### src/rtl/imem_pkg.sv
// Shared types and constants for the instruction-memory port sequencer.
package imem_pkg;

  localparam int unsigned IMEM_ADDR_W    = 8;
  localparam int unsigned BYTES_PER_WORD = 4;

  typedef enum logic [1:0] {
    IDLE = 2'd0,
    RD   = 2'd1,
    FIN  = 2'd2
  } imem_state_e;

endpackage

### src/rtl/imem_byte_assembler.sv
// Big-endian byte assembler: each capture shifts the word left one byte and
// appends the incoming byte, so the first byte read ends up most significant.
module imem_byte_assembler
  import imem_pkg::*;
(
  input  logic                          clk,
  input  logic                          rst,
  input  logic                          cap_en,
  input  logic [7:0]                    byte_in,
  output logic [8*BYTES_PER_WORD-1:0]   word
);

  logic [8*BYTES_PER_WORD-1:0] word_q;
  logic [8*BYTES_PER_WORD-1:0] word_d;

  always_comb begin
    word_d = word_q;
    if (cap_en) begin
      word_d = {word_q[8*BYTES_PER_WORD-9:0], byte_in};
    end
  end

  always_ff @(posedge clk) begin
    if (rst) begin
      word_q <= '0;
    end else begin
      word_q <= word_d;
    end
  end

  assign word = word_q;

endmodule

### src/rtl/imem_port_sequencer.sv
// Single byte-wide instruction-memory port shared by the program loader
// (byte writes) and the fetch path (4-byte big-endian instruction reads).
module imem_port_sequencer
  import imem_pkg::*;
#(
  parameter int unsigned ADDR_W         = IMEM_ADDR_W,
  parameter int unsigned LOAD_BURST_MAX = 4
) (
  input  logic              clk,
  input  logic              rst,
  input  logic              fetch_req,
  input  logic [31:0]       fetch_addr,
  output logic              fetch_ready,
  output logic              instr_valid,
  output logic [31:0]       instr,
  output logic              addr_err,
  input  logic              load_valid,
  input  logic [ADDR_W-1:0] load_addr,
  input  logic [7:0]        load_data,
  output logic              load_ready,
  output logic [ADDR_W-1:0] mem_addr,
  output logic              mem_we,
  output logic [7:0]        mem_wdata,
  input  logic [7:0]        mem_rdata
);

  localparam int unsigned BURST_W = $clog2(LOAD_BURST_MAX + 1);
  localparam logic [BURST_W-1:0] BURST_LIMIT = BURST_W'(LOAD_BURST_MAX);
  // Highest base address whose four bytes fit without wrapping.
  localparam logic [32:0] ERR_LIMIT = (33'd1 << ADDR_W) - 33'd4;

  imem_state_e         state_q, state_d;
  logic [1:0]          idx_q, idx_d;
  logic [ADDR_W-1:0]   base_q, base_d;
  logic                err_q, err_d;
  logic [BURST_W-1:0]  burst_q, burst_d;
  logic [31:0]         instr_q, instr_d;
  logic                instr_valid_q, instr_valid_d;
  logic                addr_err_q, addr_err_d;
  logic                asm_en;
  logic [31:0]         asm_word;
  logic                burst_open;

  imem_byte_assembler u_asm (
    .clk     (clk),
    .rst     (rst),
    .cap_en  (asm_en),
    .byte_in (mem_rdata),
    .word    (asm_word)
  );

  assign burst_open = (burst_q < BURST_LIMIT);

  always_comb begin
    state_d       = state_q;
    idx_d         = idx_q;
    base_d        = base_q;
    err_d         = err_q;
    burst_d       = burst_q;
    instr_d       = instr_q;
    instr_valid_d = 1'b0;
    addr_err_d    = 1'b0;
    fetch_ready   = 1'b0;
    load_ready    = 1'b0;
    mem_we        = 1'b0;
    mem_addr      = '0;
    mem_wdata     = '0;
    asm_en        = 1'b0;

    if (!fetch_req) begin
      burst_d = '0;
    end

    case (state_q)
      IDLE: begin
        if (load_valid && (burst_open || !fetch_req)) begin
          load_ready = 1'b1;
          mem_we     = 1'b1;
          mem_addr   = load_addr;
          mem_wdata  = load_data;
          if (fetch_req && burst_open) begin
            burst_d = burst_q + 1'b1;
          end
        end else if (fetch_req) begin
          fetch_ready = 1'b1;
          base_d      = fetch_addr[ADDR_W-1:0];
          err_d       = ({1'b0, fetch_addr} > ERR_LIMIT);
          idx_d       = 2'd0;
          burst_d     = '0;
          state_d     = RD;
        end
      end
      RD: begin
        mem_addr = base_q + ADDR_W'(idx_q);
        // Read data lags the address by one cycle, so byte idx-1 arrives now.
        asm_en   = (idx_q != 2'd0);
        idx_d    = idx_q + 2'd1;
        if (idx_q == 2'd3) begin
          state_d = FIN;
        end
      end
      FIN: begin
        asm_en        = 1'b1;
        instr_d       = {asm_word[23:0], mem_rdata};
        instr_valid_d = 1'b1;
        addr_err_d    = err_q;
        state_d       = IDLE;
      end
      default: begin
        state_d = IDLE;
      end
    endcase

    if (rst) begin
      fetch_ready = 1'b0;
      load_ready  = 1'b0;
      mem_we      = 1'b0;
      mem_addr    = '0;
      mem_wdata   = '0;
    end
  end

  always_ff @(posedge clk) begin
    if (rst) begin
      state_q       <= IDLE;
      idx_q         <= '0;
      base_q        <= '0;
      err_q         <= 1'b0;
      burst_q       <= '0;
      instr_q       <= '0;
      instr_valid_q <= 1'b0;
      addr_err_q    <= 1'b0;
    end else begin
      state_q       <= state_d;
      idx_q         <= idx_d;
      base_q        <= base_d;
      err_q         <= err_d;
      burst_q       <= burst_d;
      instr_q       <= instr_d;
      instr_valid_q <= instr_valid_d;
      addr_err_q    <= addr_err_d;
    end
  end

  assign instr       = instr_q;
  assign instr_valid = instr_valid_q;
  assign addr_err    = addr_err_q;

endmodule

### config.mk
export PLATFORM = sky130hd
export DESIGN_NAME = imem_port_sequencer
export DESIGN_NICKNAME = d
export VERILOG_FILES = /design/src/rtl/imem_pkg.sv /design/src/rtl/imem_byte_assembler.sv /design/src/rtl/imem_port_sequencer.sv
export SDC_FILE = /design/constraint.sdc
export NUM_CORES = 1
export LEC_CHECK = 0
export CORE_ASPECT_RATIO = 1.75
export CORE_MARGIN = 3
export CORE_UTILIZATION = 45
export DETAILED_ROUTE_END_ITERATION = 10
export PLACE_DENSITY = 0.8
export RECOVER_POWER = 25
export SYNTH_ARGS = -nofsm -noshare
export SYNTH_HDL_FRONTEND = slang
export SYNTH_SLANG_ARGS = --single-unit
### constraint.sdc
create_clock -name clk -period 3.76 [get_ports clk]
set_input_delay 0.564 -clock clk [delete_from_list [all_inputs] [get_ports clk]]
set_output_delay 0.564 -clock clk [all_outputs]
set_load 0.03 [all_outputs]
==> metrics.md, run 1 <==
| Metric | Value |
|---|---|
| Final setup violation count | `0` |
| Buffers & Inverters on Critical Path | `2` |
| Syn Inst Count | `349` |
| Switching share of power | `24.5%` |
| Critical path required time | `3.20 ns` |
| H-Tree Level Count | `3` |
| Yosys warning count | `0` |
| Die outline width | `69.5 um` |
| Post-Synthesis Mean Instance Area | `9.09 sq um` |
| Number of library cell types mapped by synthesis | `39` |
| Number of pins exceeding their max-slew limit in the final report | `0` |
| Destination of the worst register-to-register timing path | `u_asm.word[3]$_SDFFE_PP0P_` |
| Fraction of final layout cells with drive strength greater than 1 | `5.46%` |
| Commonest register cell after synthesis | `dfxtp_1` |
| Cell with the largest stage delay on the worst path | `clkdlybuf4s50_1` |
| Crit path largest cell delay | `0.69 ns` |
| Combinational cell fraction of total power | `12.3%` |
| TritonCTS buffer count | `9` |
| Cell chosen for the clock root | `clkbuf_16` |
| Lkg Pwr | `1.63 nW` |
| Die area | `0.00813 sq mm` |
| Cell family contributing the most delay on the critical path | `buffers and inverters` |
| Placement Setup Slack | `0.522 ns` |
| CTS hold repair buffers | `0` |
| Effective utilization at floorplan | `47.5%` |
| Maximum number of pins on one net before global-route repair | `75` |
| Maximum clock frequency | `302 MHz` |
| Power per unit of standard cell area | `398 mW/mm^2` |
| Avg WL per Cell | `15.8 um` |
| Final-layout fill cell count | `561` |
| First-pass detailed-route iteration total | `4` |
| Sequential-to-total area share from yosys stat | `46.7%` |
| Net count of the mapped netlist | `418` |
| Synth Area in XOR/XNOR | `1.66%` |
| Sequential power share | `44.3%` |
| Insertion delay to the later sink of the worst-skew pair | `0.33 ns` |
| Commonest cells after routing, fill and taps aside | `clkdlybuf4s50_1 (111), dfxtp_1 (74), nand2_1 (49), nor2_1 (49), mux2i_1 (41)` |
| Setup repair after global routing missed its margin | `no` |
| Final setup TNS | `0 ns` |
| Maximum count of clock buffers along a single path | `2` |
| Post-CTS setup repair buffer count | `0` |
| Residual overflow from global routing | `0` |
| Clock tree from TritonCTS | `done` |
| Total stage count of the critical path | `7` |
| Worst reg-to-reg path cell count | `6` |
| Adder-cell share of the synthesized area | `3.79%` |
| Remaining routing DRC violations | `0` |
| Dominant combinational cell family by area after synthesis | `simple AND/OR/NAND/NOR gates` |
| Number of global-route vias before repair | `2787` |
| Total vias in the final route | `2781` |
| Layout-stage area growth over the synthesis result | `43.8%` |
| Number of flops mapped to enable cells by yosys | `0` |
| Share of the synthesized area in the top cell type | `46.7%` |
| Clock network power share | `43.4%` |
| Finished Layout Cells | `540` |
| Termination of the worst setup path | `mem_wdata[3]` |
| Global-route wire length before repair | `13.8 mm` |
| IO Count | `113` |
| Commonest non-fill, non-tap cell in the layout | `clkdlybuf4s50_1` |
| Final Hold Violating Endpoints | `0` |
| Status | `completed` |
| Ratio of routed vias to standard cells | `5.15` |
| Number of standard-cell rows in the floorplan | `39` |
| Dominant cell type by area after synthesis | `dfxtp_1` |
| HP Class | `register to register` |
| Slew at the pin closest to its max-slew limit | `1.39 ns` |
| Ant diodes | `0` |
| Design internal power | `0.00137 W` |
| Chip Height | `117 um` |
| Startpoint kind of the worst setup timing path | `register` |
| Critical path origin | `state_q[1]$_SDFFE_PP0P_` |
| Final Total Pwr | `0.00181 W` |
| Critical-path cell list | `inv_1 -> ha_1 -> nand2_1 -> a21oi_4 -> and2b_1 -> and2_1 -> clkdlybuf4s50_1` |
| Largest clock skew in the final design | `0.00510 ns` |
| Crit-path max FO | `12` |
| Synth top area cells | `dfxtp_1 (47%), mux2i_1 (13%), nand2_1 (5.8%), nor2_1 (5.8%), a21oi_1 (4.9%)` |
| IR drop worst, VDD | `0.361 mV` |
| R2r startpoint | `state_q[0]$_SDFFE_PP0P_` |
| Post-Synth Simple-Gate Area | `20.5%` |
| Number of DRC markers in iteration 0 | `107` |
| Min setup slack post-route | `0.444 ns` |
| Multiplexer share of the synthesized area | `12.9%` |
| Worst Setup Path Type | `register to output port` |
| Fin nets | `522` |
| Global-route usage over all layers | `21.6%` |
| WP data arrival | `2.75 ns` |
| Number of cells after detailed placement | `524` |
| Clock net sink count | `74` |
| # resized after CTS | `0` |
| Type of destination of the critical path | `output port` |
| Final weighted congestion of routability-driven global placement | `0.768` |
| Number of antenna-violating nets in the routed design | `0` |
| Yosys reg bits | `74` |
| Clk pin slew, worst setup/hold paths | `0.06 ns` |
| Async set-reset flop share out of synthesis | `0%` |
| Cell Area, Placed | `0.00429 sq mm` |
| Final wirelength | `8.54 mm` |
| Worst reg-to-reg setup slack | `1.28 ns` |
| Max-slew headroom at the worst pin | `7.09%` |
| HPWL after DPL | `6.27 mm` |
| Share of the cycle needed by the critical path after routing | `88.2%` |
| Net Switching | `0.000444 W` |
| Number of antenna violations at the first check in global routing | `0` |
| Core Area | `0.00669 sq mm` |
| PortBufs | `112` |
| Max-capacitance violation count | `0` |
| Post-synthesis compound-gate area fraction | `9.74%` |
| Minimum period implied by the final worst setup slack | `3.32 ns` |
| Fin area | `0.00456 sq mm` |
| Synth Cell Area | `0.00317 sq mm` |
==> worst register-to-register path: cells and delay by family, from the launching register on <==
family / cells / cell delay (ns)
flops: 1 / 0.31
fa+ha+maj: 1 / 1.01
simple gates: 1 / 0.14
compound gates: 2 / 0.30
buf+inv: 2 / 0.54
==> Yosys cell counts (3+ instances only) <==
master    count
a21oi_1      31
a22oi_1       4
and2_1        9
buf_2         4
buf_4         9
clkbuf_1      6
dfxtp_1      74
ha_1          8
inv_1         5
mux2i_1      41
nand2_1      49
nand2b_1      5
nand3_1       8
nor2_1       49
nor2b_1       3
nor4_1        6
o21ai_0       4
xor2_1        4
==> how the worst min path moves through the flow <==
stage,start,cells past startpoint,endpoint
after global routing,u_asm.word[22]$_SDFFE_PP0P_,2,u_asm.word[22]$_SDFFE_PP0P_
after global placement,err_q$_SDFFE_PP0P_,1,addr_err$_SDFF_PP0_
after detailed placement,u_asm.word[19]$_SDFFE_PP0P_,2,u_asm.word[19]$_SDFFE_PP0P_
after CTS,u_asm.word[19]$_SDFFE_PP0P_,2,u_asm.word[19]$_SDFFE_PP0P_
after floorplan,err_q$_SDFFE_PP0P_,1,addr_err$_SDFF_PP0_
final,u_asm.word[19]$_SDFFE_PP0P_,2,u_asm.word[19]$_SDFFE_PP0P_
==> metrics by stage <==
stage	hold slack (ns)	utilization, %
floorplan	0.430	-
finish	0.456	68.2
global route	0.479	68.2
global placement	0.445	64.1
detailed placement	0.446	64.1
CTS	0.454	68.3
==> cell families (layout without fill, tap and decap cells) <==
group           count (synthesis)  count (layout)
simple gates                  142             142
mux                            41              41
fa+ha+maj                       9               9
buf+inv                        27             136
compound gates                 50              50
xor+xnor                        6               6
flops                          74              74
==> layer usage <==
layer / routed length [um] / global-route usage (%)
met2: 4990 / 43.8
met5: 0 / 0
met3: 384 / 5.56
met4: 216 / 8.87
met1: 2950 / 20.1
==> registers in the layout, summed over array words and instances (netlist names) <==
| name | cells |
|---|---|
| instr | 32 |
| u_asm.word | 24 |
| base_q | 8 |
| burst_q | 3 |
| idx_q | 2 |
| state_q | 2 |
| addr_err | 1 |
| err_q | 1 |
| instr_valid | 1 |
==> power groups by stage <==
stage / sequential (W) / combinational, W / clock [W]
6_report: 0.000804 / 0.000224 / 0.000787
5_1_grt: 0.000804 / 0.000240 / 0.000836
4_1_cts: 0.000803 / 0.000225 / 0.000802
3_5_place_dp: 0.000820 / 0.000223 / 0
3_3_place_gp: 0.000820 / 0.000219 / 0
2_1_floorplan: 0.000818 / 0.000119 / 0
==> layout make-up <==
class,instances,area [sq um],share of cell area (%)
Clock inverter,6,41.3,0.905
Sequential cell,74,1480,32.5
Clock buffer,10,239,5.24
Timing Repair Buffer,115,1130,24.9
Tap cell,82,103,2.25
Inverter,5,18.8,0.411
Multi-Input combinational cell,248,1540,33.8
No activity file was read; power rests on OpenSTA's default activity.
==> run 2, diff against run 1 <==
--- a/constraint.sdc
+++ b/constraint.sdc
@@ -3,2 +3,2 @@
 set_output_delay 0.564 -clock clk [all_outputs]
-set_load 0.03 [all_outputs]
+set_load 0.05 [all_outputs]
==> metrics.md, run 2 (synthesis gave the netlist of run 1 again) <==
| Metric | Value |
|---|---|
| Status | `completed (unchanged)` |
| Placement Setup Slack | `0.423 ns (was 0.522 ns)` |
| Remaining routing DRC violations | `0 (unchanged)` |
| Core Area | `0.00669 sq mm (unchanged)` |
| Fraction of final layout cells with drive strength greater than 1 | `5.66% (was 5.46%)` |
| Fin nets | `524 (was 522)` |
| Final setup TNS | `0 ns (unchanged)` |
| Ant diodes | `0 (unchanged)` |
| Final Hold Violating Endpoints | `0 (unchanged)` |
| Busiest layer in global routing | `met2 (unchanged)` |
| Crit-path max FO | `12 (unchanged)` |
| R2r startpoint | `state_q[0]$_SDFFE_PP0P_ (unchanged)` |
| Final wirelength | `8.23 mm (was 8.54 mm)` |
| Final-layout fill cell count | `548 (was 561)` |
| Insertion delay to the later sink of the worst-skew pair | `0.33 ns (about the same)` |
| Worst reg-to-reg path cell count | `6 (unchanged)` |
| Avg WL per Cell | `15.2 um (was 15.8 um)` |
| PortBufs | `112 (unchanged)` |
| Worst reg-to-reg setup slack | `1.28 ns (about the same)` |
| Area taken by flip-flops and latches | `0.00148 sq mm (unchanged)` |
| Met3 global-route usage | `5.13% (was 5.56%)` |
| WP data arrival | `2.78 ns (was 2.75 ns)` |
| Hold path depth | `2 (unchanged)` |
| Worst hold endpoint | `u_asm.word[16]$_SDFFE_PP0P_ (was u_asm.word[19]$_SDFFE_PP0P_)` |
| Clock tree from TritonCTS | `done (unchanged)` |
| Commonest cells after routing, fill and taps aside | `clkdlybuf4s50_1 (111), dfxtp_1 (74), nand2_1 (49), nor2_1 (49), mux2i_1 (41) (unchanged)` |
| Global-route met2 utilization | `42.3% (was 43.8%)` |
| Final weighted congestion of routability-driven global placement | `0.773 (was 0.768)` |
| Fin area | `0.00460 sq mm (was 0.00456 sq mm)` |
| Power per unit of standard cell area | `414 mW/mm^2 (was 398 mW/mm^2)` |
| Final Total Pwr | `0.00190 W (was 0.00181 W)` |
| Destination of the worst register-to-register timing path | `u_asm.word[1]$_SDFFE_PP0P_ (was u_asm.word[3]$_SDFFE_PP0P_)` |
| Number of DRC markers in iteration 0 | `93 (was 107)` |
| HPWL after DPL | `6.15 mm (was 6.27 mm)` |
| CTS hold repair buffers | `0 (unchanged)` |
| Share of the cycle needed by the critical path after routing | `88.9% (was 88.2%)` |
| # resized after CTS | `0 (unchanged)` |
| First-pass detailed-route iteration total | `4 (unchanged)` |
| Total vias in the final route | `2775 (was 2781)` |
| Clock net sink count | `74 (unchanged)` |
| Cell chosen for the clock root | `clkbuf_16 (unchanged)` |
| Startpoint kind of the worst setup timing path | `input pin (was register)` |
| IO Count | `113 (unchanged)` |
| Residual overflow from global routing | `0 (unchanged)` |
| Min setup slack post-route | `0.417 ns (was 0.444 ns)` |
| Post-CTS setup repair buffer count | `0 (unchanged)` |
| Type of destination of the critical path | `output port (unchanged)` |
| Maximum count of clock buffers along a single path | `2 (unchanged)` |
| Effective utilization at floorplan | `47.5% (unchanged)` |
| Global-route wire length before repair | `13.8 mm (about the same)` |
| Die outline width | `69.5 um (unchanged)` |
| Chip Height | `117 um (unchanged)` |
| H-Tree Level Count | `3 (unchanged)` |
| Clk pin slew, worst setup/hold paths | `0.06 ns (about the same)` |
| Maximum clock frequency | `299 MHz (was 302 MHz)` |
| Minimum period implied by the final worst setup slack | `3.34 ns (was 3.32 ns)` |
| Number of pins exceeding their max-slew limit in the final report | `0 (unchanged)` |
| Number of antenna-violating nets in the routed design | `0 (unchanged)` |
| Slew at the pin closest to its max-slew limit | `1.42 ns (was 1.39 ns)` |
| Number of antenna violations at the first check in global routing | `0 (unchanged)` |
| Maximum number of pins on one net before global-route repair | `76 (was 75)` |
| Multi-input logic area | `0.00154 sq mm (unchanged)` |
| HP Class | `register to register (unchanged)` |
| Global Route met1 Usage | `21.6% (was 20.1%)` |
| Max-slew headroom at the worst pin | `5.51% (was 7.09%)` |
| Global-route usage over all layers | `21.5% (was 21.6%)` |
| Final setup violation count | `0 (unchanged)` |
| Lkg Pwr | `1.65 nW (was 1.63 nW)` |
| Start point of the worst min-delay path | `u_asm.word[16]$_SDFFE_PP0P_ (was u_asm.word[19]$_SDFFE_PP0P_)` |
| Critical path required time | `3.20 ns (about the same)` |
| Worst Setup Path Type | `input pin to output port (was register to output port)` |
| Ratio of routed vias to standard cells | `5.13 (was 5.15)` |
| Tightest hold margin | `0.455 ns (was 0.456 ns)` |
| Commonest non-fill, non-tap cell in the layout | `clkdlybuf4s50_1 (unchanged)` |
| Largest register FFs | `32 (unchanged)` |
| TritonCTS buffer count | `9 (unchanged)` |
| Number of standard-cell rows in the floorplan | `39 (unchanged)` |
| IR drop worst, VDD | `0.402 mV (was 0.361 mV)` |
| Largest clock skew in the final design | `0.00439 ns (was 0.00510 ns)` |
| Setup repair after global routing missed its margin | `no (unchanged)` |
| Max-capacitance violation count | `0 (unchanged)` |
| Cell Area, Placed | `0.00430 sq mm (was 0.00429 sq mm)` |
| Die area | `0.00813 sq mm (unchanged)` |
| Number of global-route vias before repair | `2832 (was 2787)` |
| Layout-stage area growth over the synthesis result | `45.0% (was 43.8%)` |
run 2: changes by cell type in the layout (fill, tap and decap cells not counted), sizes merged:
cell / change
buf: +2
clkinvlp: -2
bufinv: +1
clkbuf: +1
inv: -1
run 2: how the worst max path moves through the flow:
stage,endpoint,slack [ns],from,depth (start not counted)
finish,mem_wdata[7],0.42,load_valid,6
global route,mem_addr[2],0.25,rst,4
CTS,mem_wdata[7],0.41,load_valid,6
detailed placement,mem_wdata[7],0.42,load_valid,6
global placement,mem_wdata[2],0.50,load_valid,6
floorplan,mem_addr[6],0.98,idx_q[0]$_SDFFE_PP0P_,5
run 2: final cells by class:
cell class	count	area share, %
clock buffers	11	5.49
well taps	82	2.23
flip-flops and latches	74	32.2
clock inverters	4	1.12
multi-input cells	248	33.6
repair buffers	117	25.0
inverters	5	0.408
run 2: layer usage:
layer / up-vias / part of all wire (%)
met5: - / 0
met4: 0 / 2.1
met3: 14 / 3.7
met2: 70 / 57
met1: 1304 / 38
li1: 1387 / -
run 2: report_power, final:
group	internal (W)	switching (W)	total, W
Combinational	0.000115	0.000129	0.000244
Sequential	0.000795	0.00000889	0.000803
Clock	0.000546	0.000311	0.000856
Total	0.00146	0.000449	0.00190
run 2: critical path: stages:
cell and delay, ns:
clkdlybuf4s50_1 0.55, nand2_1 0.11, a21oi_4 0.20, and2b_1 0.35, and2_1 0.18, clkdlybuf4s50_1 0.80
run 2: through the flow:
| stage | util, % | cells |
|---|---|---|
| 3_5_place_dp | 64.4 | 526 |
| 4_1_cts | 68.9 | 541 |
| 6_report | 68.8 | 541 |
| 2_1_floorplan | - | 349 |
| 3_3_place_gp | 64.4 | 526 |
| 5_1_grt | 68.8 | 541 |
==> run 3, diff against run 2 <==
- PLACE_DENSITY: 0.8 -> 0.78
- SETUP_SLACK_MARGIN: not set -> 0.3
- SYNTH_HIERARCHICAL: not set -> 1
==> metrics.md, run 3 <==
| Metric | Value |
|---|---|
| Status | `finished with violations (was completed)` |
| Violations in the final reports | `capacitance limit, slew limit` |
| Final weighted congestion of routability-driven global placement | `0.837 (was 0.773)` |
| PortBufs | `112 (unchanged)` |
| Min setup slack post-route | `0.395 ns (was 0.417 ns)` |
| Lkg Pwr | `1.66 nW (was 1.65 nW)` |
| Crit-path max FO | `12 (unchanged)` |
| Post-Synthesis Mean Instance Area | `9.94 sq um (was 9.09 sq um)` |
| Die area | `0.00825 sq mm (was 0.00813 sq mm)` |
| First-pass detailed-route iteration total | `4 (unchanged)` |
| Largest clock skew in the final design | `0.00829 ns (was 0.00439 ns)` |
| IO Count | `113 (unchanged)` |
| H-Tree Level Count | `3 (unchanged)` |
| Tightest hold margin | `0.472 ns (was 0.455 ns)` |
| WP data arrival | `2.80 ns (was 2.78 ns)` |
| Fraction of final layout cells with drive strength greater than 1 | `4.84% (was 5.66%)` |
| Remaining routing DRC violations | `0 (unchanged)` |
| Post-layout utilization of the core | `66.2% (was 68.8%)` |
| Commonest non-fill, non-tap cell in the layout | `clkdlybuf4s50_1 (unchanged)` |
| Ratio of routed vias to standard cells | `4.97 (was 5.13)` |
| Max-capacitance violation count | `1 (was 0)` |
| Avg WL per Cell | `15.1 um (was 15.2 um)` |
| Clock tree from TritonCTS | `done (unchanged)` |
| Cell with the largest stage delay on the worst path | `clkdlybuf4s50_1 (unchanged)` |
| Insertion delay to the later sink of the worst-skew pair | `0.33 ns (about the same)` |
| Clk pin slew, worst setup/hold paths | `0.06 ns (about the same)` |
| Post-CTS setup repair buffer count | `0 (unchanged)` |
| Ant diodes | `0 (unchanged)` |
| Effective utilization at floorplan | `46.6% (was 47.5%)` |
| Final setup TNS | `0 ns (unchanged)` |
| Power per unit of standard cell area | `397 mW/mm^2 (was 414 mW/mm^2)` |
| Worst Setup Path Type | `input pin to output port (unchanged)` |
| Core Area | `0.00691 sq mm (was 0.00669 sq mm)` |
| Number of antenna violations at the first check in global routing | `0 (unchanged)` |
| Die outline width | `70.0 um (was 69.5 um)` |
| Number of pins exceeding their max-slew limit in the final report | `34 (was 0)` |
| Yosys warning count | `6 (was 0)` |
| Number of standard-cell rows in the floorplan | `40 (was 39)` |
| Maximum clock frequency | `297 MHz (was 299 MHz)` |
| Global-route wire length before repair | `12.6 mm (was 13.8 mm)` |
| Number of global-route vias before repair | `2555 (was 2832)` |
| Chip Height | `118 um (was 117 um)` |
| Worst reg-to-reg setup slack | `0.96 ns (was 1.28 ns)` |
| TritonCTS buffer count | `9 (unchanged)` |
| Crit path largest cell delay | `0.80 ns (about the same)` |
| Placement Setup Slack | `0.426 ns (was 0.423 ns)` |
| # resized after CTS | `0 (unchanged)` |
| Critical-path cell list | `dlygate4sd3_1 -> a21oi_4 -> and2b_1 -> and2_1 -> clkdlybuf4s50_1 (was clkdlybuf4s50_1 -> nand2_1 -> a21oi_4 -> and2b_1 -> and2_1 -> clkdlybuf4s50_1)` |
| Minimum period implied by the final worst setup slack | `3.37 ns (was 3.34 ns)` |
| Slew at the pin closest to its max-slew limit | `2.31 ns (was 1.42 ns)` |
| Final wirelength | `7.80 mm (was 8.23 mm)` |
| Type of destination of the critical path | `output port (unchanged)` |
| Number of antenna-violating nets in the routed design | `0 (unchanged)` |
| Setup repair after global routing missed its margin | `no (unchanged)` |
| Critical path required time | `3.20 ns (about the same)` |
| HP Class | `register to register (unchanged)` |
| Cell chosen for the clock root | `clkbuf_16 (unchanged)` |
| IR drop worst, VDD | `0.290 mV (was 0.402 mV)` |
| Final Hold Violating Endpoints | `0 (unchanged)` |
| Final setup violation count | `0 (unchanged)` |
| Commonest cells after routing, fill and taps aside | `clkdlybuf4s50_1 (110), dfxtp_1 (74), nor2_1 (73) (was clkdlybuf4s50_1 (111), dfxtp_1 (74), nand2_1 (49), nor2_1 (49), mux2i_1 (41))` |
| Global-route usage over all layers | `19.4% (was 21.5%)` |
| Number of DRC markers in iteration 0 | `98 (was 93)` |
| Maximum count of clock buffers along a single path | `2 (unchanged)` |
| Residual overflow from global routing | `0 (unchanged)` |
| Startpoint kind of the worst setup timing path | `input pin (unchanged)` |
| Share of the cycle needed by the critical path after routing | `89.5% (was 88.9%)` |
| Net count of the mapped netlist | `393 (was 418)` |
| Syn Inst Count | `324 (was 349)` |
| Clock net sink count | `74 (unchanged)` |
| Max-slew headroom at the worst pin | `-54.1% (was 5.51%)` |
| Largest register FFs | `32 (unchanged)` |
| Maximum number of pins on one net before global-route repair | `54 (was 76)` |
| CTS hold repair buffers | `0 (unchanged)` |
| Total vias in the final route | `2574 (was 2775)` |
| Layout-stage area growth over the synthesis result | `42.0% (was 45.0%)` |
| Synth Cell Area | `0.00322 sq mm (was 0.00317 sq mm)` |
| Fin nets | `499 (was 524)` |
| HPWL after DPL | `5.90 mm (was 6.15 mm)` |
[run 3: final timing paths]
check                                from                      to  cells past startpoint
hold reg to reg        err_q$_SDFFE_PP0P_     addr_err$_SDFF_PP0_                      1
setup / recovery                fetch_req            mem_wdata[4]                      5
setup reg to reg  state_q[0]$_SDFFE_PP0P_  instr[10]$_SDFFE_PP0P_                      5
hold / removal         err_q$_SDFFE_PP0P_     addr_err$_SDFF_PP0_                      1
[run 3: critical path: cells and delay by family]
kind | cells | cell delay, ns
buffers and inverters | 2 | 1.44
and+or+nand+nor | 2 | 0.53
AOI/OAI and AO/OA | 1 | 0.25
[run 3: area by class of cell]
| class | count | area (sq um) |
|---|---|---|
| Clock buffer | 12 | 256 |
| Clock inverter | 3 | 15.0 |
| Fill cell | 573 | 2330 |
| Inverter | 5 | 18.8 |
| Multi-Input combinational cell | 223 | 1550 |
| Sequential cell | 74 | 1480 |
| Tap cell | 84 | 105 |
| Timing Repair Buffer | 117 | 1150 |
[run 3: report_power, final]
group / internal (W) / switching, W / total [W]
combinational: 0.000113 / 0.000126 / 0.000238
sequential: 0.000795 / 0.00000849 / 0.000803
clock: 0.000475 / 0.000298 / 0.000772
total: 0.00138 / 0.000432 / 0.00181
[run 3: metal layers]
| metal | part of all wire [%] | up-vias | global-route usage (%) |
|---|---|---|---|
| li1 | - | 1307 | - |
| met1 | 38 | 1178 | 19.4 |
| met2 | 56 | 83 | 36.7 |
| met3 | 5.6 | 6 | 6.15 |
| met4 | 1.1 | 0 | 6.47 |
| met5 | 0 | - | 0 |
[run 3: per-stage QoR]
step | total power, W | instances | area, sq um
2_1_floorplan | 0.000955 | 324 | 3220
3_3_place_gp | 0.00106 | 503 | 4320
3_5_place_dp | 0.00106 | 503 | 4320
4_1_cts | 0.00183 | 518 | 4590
5_1_grt | 0.00188 | 518 | 4570
6_report | 0.00181 | 518 | 4570
